### config.mk
export PLATFORM = sky130hd
export DESIGN_NAME = bcd_scan_display_flat
export DESIGN_NICKNAME = d
export VERILOG_FILES = /design/src/rtl/bcd_disp_pkg.sv /design/src/rtl/bcd_scan_display_if.sv /design/src/rtl/bcd_to_7seg.sv /design/src/rtl/bcd_scan_display.sv /design/src/flat_wrapper.sv
export SDC_FILE = /design/constraint.sdc
export NUM_CORES = 1
export LEC_CHECK = 0
export ABC_AREA = 1
export CAP_MARGIN = 20
export CELL_PAD_IN_SITES_DETAIL_PLACEMENT = 1
export CELL_PAD_IN_SITES_GLOBAL_PLACEMENT = 1
export CORE_MARGIN = 3
export CORE_UTILIZATION = 38
export DETAILED_ROUTE_END_ITERATION = 10
export HOLD_SLACK_MARGIN = 0.12
export PLACE_DENSITY_LB_ADDON = 0.05
export SLEW_MARGIN = 30
export SYNTH_ARGS = -nofsm -noshare
export SYNTH_HDL_FRONTEND = slang
export SYNTH_HIERARCHICAL = 1
export SYNTH_SLANG_ARGS = --single-unit
### constraint.sdc
create_clock -name clk -period 2.3 [get_ports clk]
set_clock_uncertainty 0.1 [all_clocks]
set_input_delay 0.23 -clock clk [delete_from_list [all_inputs] [get_ports clk]]
set_output_delay 0.23 -clock clk [all_outputs]
set_load 0.02 [all_outputs]
### src/rtl/bcd_disp_pkg.sv
// Shared types and segment constants for the multiplexed BCD display driver.
// Segment bit order is {g,f,e,d,c,b,a}, active-high.
package bcd_disp_pkg;

  typedef enum logic [1:0] {IDLE, SHOW, GAP} state_t;

  localparam logic [6:0] SEG_0     = 7'h3F;
  localparam logic [6:0] SEG_1     = 7'h06;
  localparam logic [6:0] SEG_2     = 7'h5B;
  localparam logic [6:0] SEG_3     = 7'h4F;
  localparam logic [6:0] SEG_4     = 7'h66;
  localparam logic [6:0] SEG_5     = 7'h6D;
  localparam logic [6:0] SEG_6     = 7'h7D;
  localparam logic [6:0] SEG_7     = 7'h07;
  localparam logic [6:0] SEG_8     = 7'h7F;
  localparam logic [6:0] SEG_9     = 7'h6F;
  localparam logic [6:0] SEG_DASH  = 7'h40;
  localparam logic [6:0] SEG_BLANK = 7'h00;

  // Maps an active-high pin vector onto the board polarity; callers truncate to their width.
  function automatic logic [31:0] apply_polarity(input logic [31:0] v, input logic active_low);
    return active_low ? ~v : v;
  endfunction

endpackage

### src/rtl/bcd_scan_display_if.sv
// Digit-in / display-out bundle of the scan display driver.
// The slave side is the driver; the master side feeds digits and watches the pins.
interface bcd_scan_display_if #(
  parameter int NUM_DIGITS = 4
);
  logic                    en;
  logic [4*NUM_DIGITS-1:0] digits;
  logic [NUM_DIGITS-1:0]   dp_in;
  logic [6:0]              seg;
  logic                    dp;
  logic [NUM_DIGITS-1:0]   an;
  logic                    frame_done;

  modport master (
    output en, digits, dp_in,
    input  seg, dp, an, frame_done
  );

  modport slave (
    input  en, digits, dp_in,
    output seg, dp, an, frame_done
  );
endinterface

### src/rtl/bcd_to_7seg.sv
// Combinational BCD to 7-segment decoder (active-high); codes A-F show a dash.
module bcd_to_7seg
  import bcd_disp_pkg::*;
(
  input  logic [3:0] bcd,
  output logic [6:0] seg
);

  always_comb begin
    case (bcd)
      4'd0:    seg = SEG_0;
      4'd1:    seg = SEG_1;
      4'd2:    seg = SEG_2;
      4'd3:    seg = SEG_3;
      4'd4:    seg = SEG_4;
      4'd5:    seg = SEG_5;
      4'd6:    seg = SEG_6;
      4'd7:    seg = SEG_7;
      4'd8:    seg = SEG_8;
      4'd9:    seg = SEG_9;
      default: seg = SEG_DASH;
    endcase
  end

endmodule

### src/rtl/bcd_scan_display.sv
// Time-multiplexed 7-segment driver: snapshots the BCD digit vector once per frame
// and scans the anodes one digit at a time with a blanking gap between digits.
module bcd_scan_display
  import bcd_disp_pkg::*;
#(
  parameter int NUM_DIGITS = 4,
  parameter int SCAN_DIV   = 2500,
  parameter int GAP_CYC    = 1,
  parameter int BLANK_LZ   = 1,
  parameter int ACTIVE_LOW = 1
) (
  input  logic               clk,
  input  logic               ar,
  bcd_scan_display_if.slave  bus
);

  localparam int PRE_MAX = (SCAN_DIV > GAP_CYC) ? SCAN_DIV : GAP_CYC;
  localparam int PRE_W   = $clog2(PRE_MAX);
  localparam int IDX_W   = $clog2(NUM_DIGITS);
  localparam logic [PRE_W-1:0] SCAN_LAST = PRE_W'(SCAN_DIV - 1);
  localparam logic [PRE_W-1:0] GAP_LAST  = PRE_W'(GAP_CYC - 1);
  localparam logic [IDX_W-1:0] IDX_LAST  = IDX_W'(NUM_DIGITS - 1);

  state_t                  fsm, fsm_next;
  logic [IDX_W-1:0]        idx, idx_next;
  logic [PRE_W-1:0]        pre, pre_next;
  logic [4*NUM_DIGITS-1:0] snap_digits;
  logic [NUM_DIGITS-1:0]   snap_dp;
  logic                    load_snap;
  logic                    wrap;
  logic                    wrapped;
  logic [NUM_DIGITS-1:0]   lz_blank;
  logic [3:0]              cur_digit;
  logic [6:0]              dec_seg;
  logic [6:0]              seg_ah;
  logic                    dp_ah;
  logic [NUM_DIGITS-1:0]   an_ah;

  always_ff @(posedge clk) begin
    if (ar) begin
      fsm         <= IDLE;
      idx         <= '0;
      pre         <= '0;
      snap_digits <= '0;
      snap_dp     <= '0;
      wrapped     <= 1'b0;
    end else begin
      fsm     <= fsm_next;
      idx     <= idx_next;
      pre     <= pre_next;
      wrapped <= wrap;
      if (load_snap) begin
        snap_digits <= bus.digits;
        snap_dp     <= bus.dp_in;
      end
    end
  end

  // Snapshot reloads only when a frame starts, so mid-frame digit changes never tear.
  always_comb begin
    fsm_next  = fsm;
    idx_next  = idx;
    pre_next  = pre;
    load_snap = 1'b0;
    wrap      = 1'b0;
    if (!bus.en) begin
      fsm_next = IDLE;
      idx_next = '0;
      pre_next = '0;
    end else begin
      case (fsm)
        IDLE: begin
          fsm_next  = SHOW;
          idx_next  = '0;
          pre_next  = '0;
          load_snap = 1'b1;
        end
        SHOW: begin
          if (pre == SCAN_LAST) begin
            pre_next = '0;
            fsm_next = GAP;
          end else begin
            pre_next = pre + PRE_W'(1);
          end
        end
        GAP: begin
          if (pre == GAP_LAST) begin
            pre_next = '0;
            fsm_next = SHOW;
            if (idx == IDX_LAST) begin
              idx_next  = '0;
              load_snap = 1'b1;
              wrap      = 1'b1;
            end else begin
              idx_next = idx + IDX_W'(1);
            end
          end else begin
            pre_next = pre + PRE_W'(1);
          end
        end
        default: fsm_next = IDLE;
      endcase
    end
  end

  always_comb begin : lz_scan
    logic run;
    run      = 1'b1;
    lz_blank = '0;
    for (int i = NUM_DIGITS - 1; i >= 0; i--) begin
      run         = run & (snap_digits[4*i +: 4] == 4'd0);
      lz_blank[i] = run && (i > 0) && (BLANK_LZ != 0);
    end
  end

  assign cur_digit = snap_digits[idx*4 +: 4];

  bcd_to_7seg u_dec (
    .bcd (cur_digit),
    .seg (dec_seg)
  );

  // A suppressed leading zero keeps its anode slot and dp, only the segments go dark.
  always_comb begin
    seg_ah = SEG_BLANK;
    dp_ah  = 1'b0;
    an_ah  = '0;
    if (fsm == SHOW) begin
      an_ah[idx] = 1'b1;
      seg_ah     = lz_blank[idx] ? SEG_BLANK : dec_seg;
      dp_ah      = snap_dp[idx];
    end
  end

  assign bus.seg        = 7'(apply_polarity(32'(seg_ah), ACTIVE_LOW != 0));
  assign bus.dp         = 1'(apply_polarity(32'(dp_ah), ACTIVE_LOW != 0));
  assign bus.an         = NUM_DIGITS'(apply_polarity(32'(an_ah), ACTIVE_LOW != 0));
  assign bus.frame_done = wrapped;

endmodule

### src/flat_wrapper.sv
// flat-port wrapper written by rule: the top's interface ports become plain ports
module bcd_scan_display_flat import bcd_disp_pkg::*;
#(
  parameter int NUM_DIGITS = 4,
  parameter int SCAN_DIV   = 2500,
  parameter int GAP_CYC    = 1,
  parameter int BLANK_LZ   = 1,
  parameter int ACTIVE_LOW = 1
)
  (clk, ar, bus_en, bus_digits, bus_dp_in, bus_seg, bus_dp, bus_an, bus_frame_done);
  bcd_scan_display_if #(.NUM_DIGITS(NUM_DIGITS)) bus_i ();
  input  logic clk;
  input  logic ar;
  input wire logic [$bits(bus_i.en)-1:0] bus_en;
  input wire logic [$bits(bus_i.digits)-1:0] bus_digits;
  input wire logic [$bits(bus_i.dp_in)-1:0] bus_dp_in;
  output wire logic [$bits(bus_i.seg)-1:0] bus_seg;
  output wire logic [$bits(bus_i.dp)-1:0] bus_dp;
  output wire logic [$bits(bus_i.an)-1:0] bus_an;
  output wire logic [$bits(bus_i.frame_done)-1:0] bus_frame_done;
  assign bus_i.en = bus_en;
  assign bus_i.digits = bus_digits;
  assign bus_i.dp_in = bus_dp_in;
  assign bus_seg = bus_i.seg;
  assign bus_dp = bus_i.dp;
  assign bus_an = bus_i.an;
  assign bus_frame_done = bus_i.frame_done;
  bcd_scan_display #(.NUM_DIGITS(NUM_DIGITS), .SCAN_DIV(SCAN_DIV), .GAP_CYC(GAP_CYC), .BLANK_LZ(BLANK_LZ), .ACTIVE_LOW(ACTIVE_LOW)) u_core (.clk(clk), .ar(ar), .bus(bus_i));
endmodule
==> results of run 1 <==
## worst min-delay path by stage
stage	from	depth (start not counted)	slack [ps]	end
final	u_core/snap_dp[3]	2	400	u_core/snap_dp[3]
after global routing	u_core/snap_dp[2]	2	450	u_core/snap_dp[2]
after CTS	u_core/snap_dp[3]	2	410	u_core/snap_dp[3]
after detailed placement	u_core/snap_dp[3]	2	390	u_core/snap_dp[3]
after global placement	u_core/snap_dp[3]	2	380	u_core/snap_dp[3]
after floorplan	u_core/snap_digits[0]	2	350	u_core/snap_digits[0]
## power by group
part	total, W	leakage [nW]	internal [W]	switching (W)
logic	0.000356	1.09	0.000162	0.000194
clock network	0.000478	0.0447	0.000219	0.000259
registers	0.000699	0.304	0.000673	0.0000256
total	0.00153	1.43	0.00105	0.000478
## repair_timing
item,4_1_cts,5_1_grt
pin swaps,5,4
cloned,0,0
endpoints found under the setup margin,8,12
setup buffers,2,0
resized for setup,47,19
## per-layer routing
layer	track usage (%)	share of wire, %	up-vias
met1	23.51	46	1154
li1	-	-	1312
met2	33.97	50	28
met4	5.755	1.7	0
met5	0	0	-
met3	2.330	1.9	10
## cell type report
cell class                 instances  share of cell area (%)
sequential                        37                   23.79
timing repair buffer              63                   18.34
tap                               75                   3.004
inverter                          48                   5.847
clock inverter                     3                  0.8010
multi-input combinational        276                   46.02
clock buffer                       5                   2.203
## metrics by stage
step | cell area [um2] | power (W) | cells | hold WS [ps]
after floorplan | 2389 | 0.0009159 | 377 | 346.2
after global placement | 2952 | 0.001043 | 497 | 376.2
after detailed placement | 2952 | 0.001052 | 497 | 387.7
after CTS | 3078 | 0.001548 | 507 | 411.2
after global routing | 3124 | 0.001629 | 507 | 449.5
final | 3124 | 0.001532 | 507 | 400.9
## logic make-up after synthesis
logic type,after synthesis
simple gates,206
buf+inv,64
compound gates,54
flops,37
fa+ha+maj,16
## registers in the layout, indices dropped and copies added, names as in the netlist
register	count
u_core/bus.frame_done	1
u_core/fsm	2
u_core/snap_dp	4
u_core/snap_digits	16
u_core/idx	2
u_core/pre	12
## placed cells by master, fill, tap and decap left out, drive strengths merged
| cell | count |
|---|---|
| a21oi | 32 |
| buf | 35 |
| clkbuf | 5 |
| clkdlybuf4s50 | 28 |
| clkinv | 1 |
| clkinvlp | 1 |
| dfxtp | 37 |
| ha | 16 |
| inv | 49 |
| nand2 | 86 |
| nand3 | 51 |
| nand3b | 2 |
| nand4 | 1 |
| nor2 | 59 |
| nor3 | 4 |
| nor4 | 1 |
| o211ai | 3 |
| o21ai | 13 |
| o21bai | 1 |
| o22ai | 4 |
| o32ai | 1 |
| or2 | 2 |
## worst min-delay path, stage by stage, from the launching register on
cell,delay [ps]
dfxtp_1,340
a21oi_1,40
nor2_1,90
==> flow_summary.yaml, run 1 <==
clock_network:
  path_clk_slew_ps: 90
  insertion_delay_ps: 290
  htreeDepth: 2
  cts_buffer_depth: 2
  cts_root_buffer: "clkbuf_8"
  cts-hold-fix-buffers: 0
  cts_tree: "yes"
  cts_sinks: 37
  numCtsBuffers: 5
logic_synthesis:
  synthAdderAreaFrac_pct: 8.381
  synth_top_cell_by_area: "dfxtp_1"
  synth.top_cell.area_share_pct: 31.01
  synth_warnings: 6
  synthTopCellsByArea: "dfxtp_1, nand2_1, nand3_1"
  synth.most_common_cell: "nand2_1"
  synth_edf_count: 0
  synth_mux_area_share_pct: 0
  avgSynthCellArea_um2: 6.336
  yosys-top-cells-count: "nand2_1, nor2_1, nand3_1"
  synthArstFlopShare_pct: 0
  synth_nets: 416
  syn-cell-area_um2: 2389
  synth_top_family_by_area: "simple AND/OR/NAND/NOR gates"
  ys_seq_elements: 37
  synth_xor_xnor_area_share_pct: 0
  ys.flop_type: "dfxtp_1"
  seq_area_frac_synth_pct: 31.01
  synth-compound-area-share_pct: 12.57
  synth_cells: 377
  yosysUniqueCellTypes: 27
  yosys.area_share.simple_pct: 36.77
setup_path:
  r2r_slack_ps: 540
  cp_cell_sequence: "buf_6 -> buf_6 -> nor2_2 -> o32ai_2 -> buf_4 -> inv_4 -> nand2_2 -> nand2_1 -> nand2_1 -> nand2_1 -> nand3_1 -> buf_6"
  worst_setup_path_start_kind: "register"
  r2r-start: "u_core/fsm[0]"
  reg2reg_depth: 9
  crit_fanout: 6
  cp_slowest_stage_delay_ps: 360
  worstPathRequired_ps: 1970
  cp_num_buf_inv: 5
  critPathKind: "register to primary output"
  slowest_stage: "dfxtp_2"
  arrival_ps: 1930
  critPathCapture: "bus_seg[3]"
  end_kind: "primary output"
  crit_start: "u_core/idx[0]"
  cp_top_family: "buffers and inverters"
  worstSetupPathDepth: 12
  r2r_end: "u_core/snap_digits[1]"
detailed_routing:
  routed_wl_mm: 6.573
  wl_per_cell_um: 12.96
  vias: 2504
  drc: 0
  vias_per_cell: 4.939
  first_pass_iters: 5
  drtIter0Drc: 60
  drtAntennaViolNets: 0
place:
  port_buffers: 35
  gp_congestion: 0.8241
  dp_hpwl_mm: 5.019
  pre_cts_slack_ps: -228.6
final_layout:
  multiInputGateArea_um2: 1438
  syn2layout_area_growth_pct: 30.80
  antenna_cells: 0
  drive_gt1_share_pct: 16.90
  fillers: 811
  utilization_pct: 52.15
  seq_area_um2: 743.2
  nNetsFinal: 470
global_route:
  overflow: 0
  grt_usage_pct: 18.95
  grt_pass1_vias: 2579
  grt_max_degree: 41
  antenna_found_initial: 0
  grt_pass1_wl_mm: 11.46
floorplan:
  die_w_um: 85.28
  start_util_pct: 39.87
  die_h_um: 85.28
  fp.coreArea_um2: 5991
  rows: 28
  dieArea_um2: 7273
  num_io_pins: 36
timing:
  post-route-period-util_pct: 98.04
  slew_viol_final: 0
  setup_viol: 0
  finalHoldViolCount: 0
  rsz0062_at_grt: "yes"
  relSlewSlack_pct: 66.85
  fin_tns_setup_ps: 0
  fin_crit_ps: 2255
  fin_ws_ps: 44.98
  max_freq_ghz: 0.4435
  tightest_slew_ps: 496.1
status:
  status: "finished clean"
power_and_ir_drop:
  p_per_area_nw_per_um2: 490.4
  ir_drop_mv: 0.2647
  p_leak_nw: 1.435
run:
  cap_violations: 0
hold_path:
  min_path_type: "register to register"
Power figures use the tool's default switching activity.
==> run 2: changes to the inputs <==
--- a/config.mk
+++ b/config.mk
@@ -6,7 +6,7 @@
 export NUM_CORES = 1
 export LEC_CHECK = 0
 export ABC_AREA = 1
-export CAP_MARGIN = 20
+export CAP_MARGIN = 10
 export CELL_PAD_IN_SITES_DETAIL_PLACEMENT = 1
 export CELL_PAD_IN_SITES_GLOBAL_PLACEMENT = 1
 export CORE_MARGIN = 3
@@ -14,7 +14,7 @@
 export DETAILED_ROUTE_END_ITERATION = 10
 export HOLD_SLACK_MARGIN = 0.12
 export PLACE_DENSITY_LB_ADDON = 0.05
-export SLEW_MARGIN = 30
+export SLEW_MARGIN = 5
 export SYNTH_ARGS = -nofsm -noshare
 export SYNTH_HDL_FRONTEND = slang
 export SYNTH_HIERARCHICAL = 1
==> results of run 2 <==
The final DEF is identical to that of run 1; final timing and power are the same.
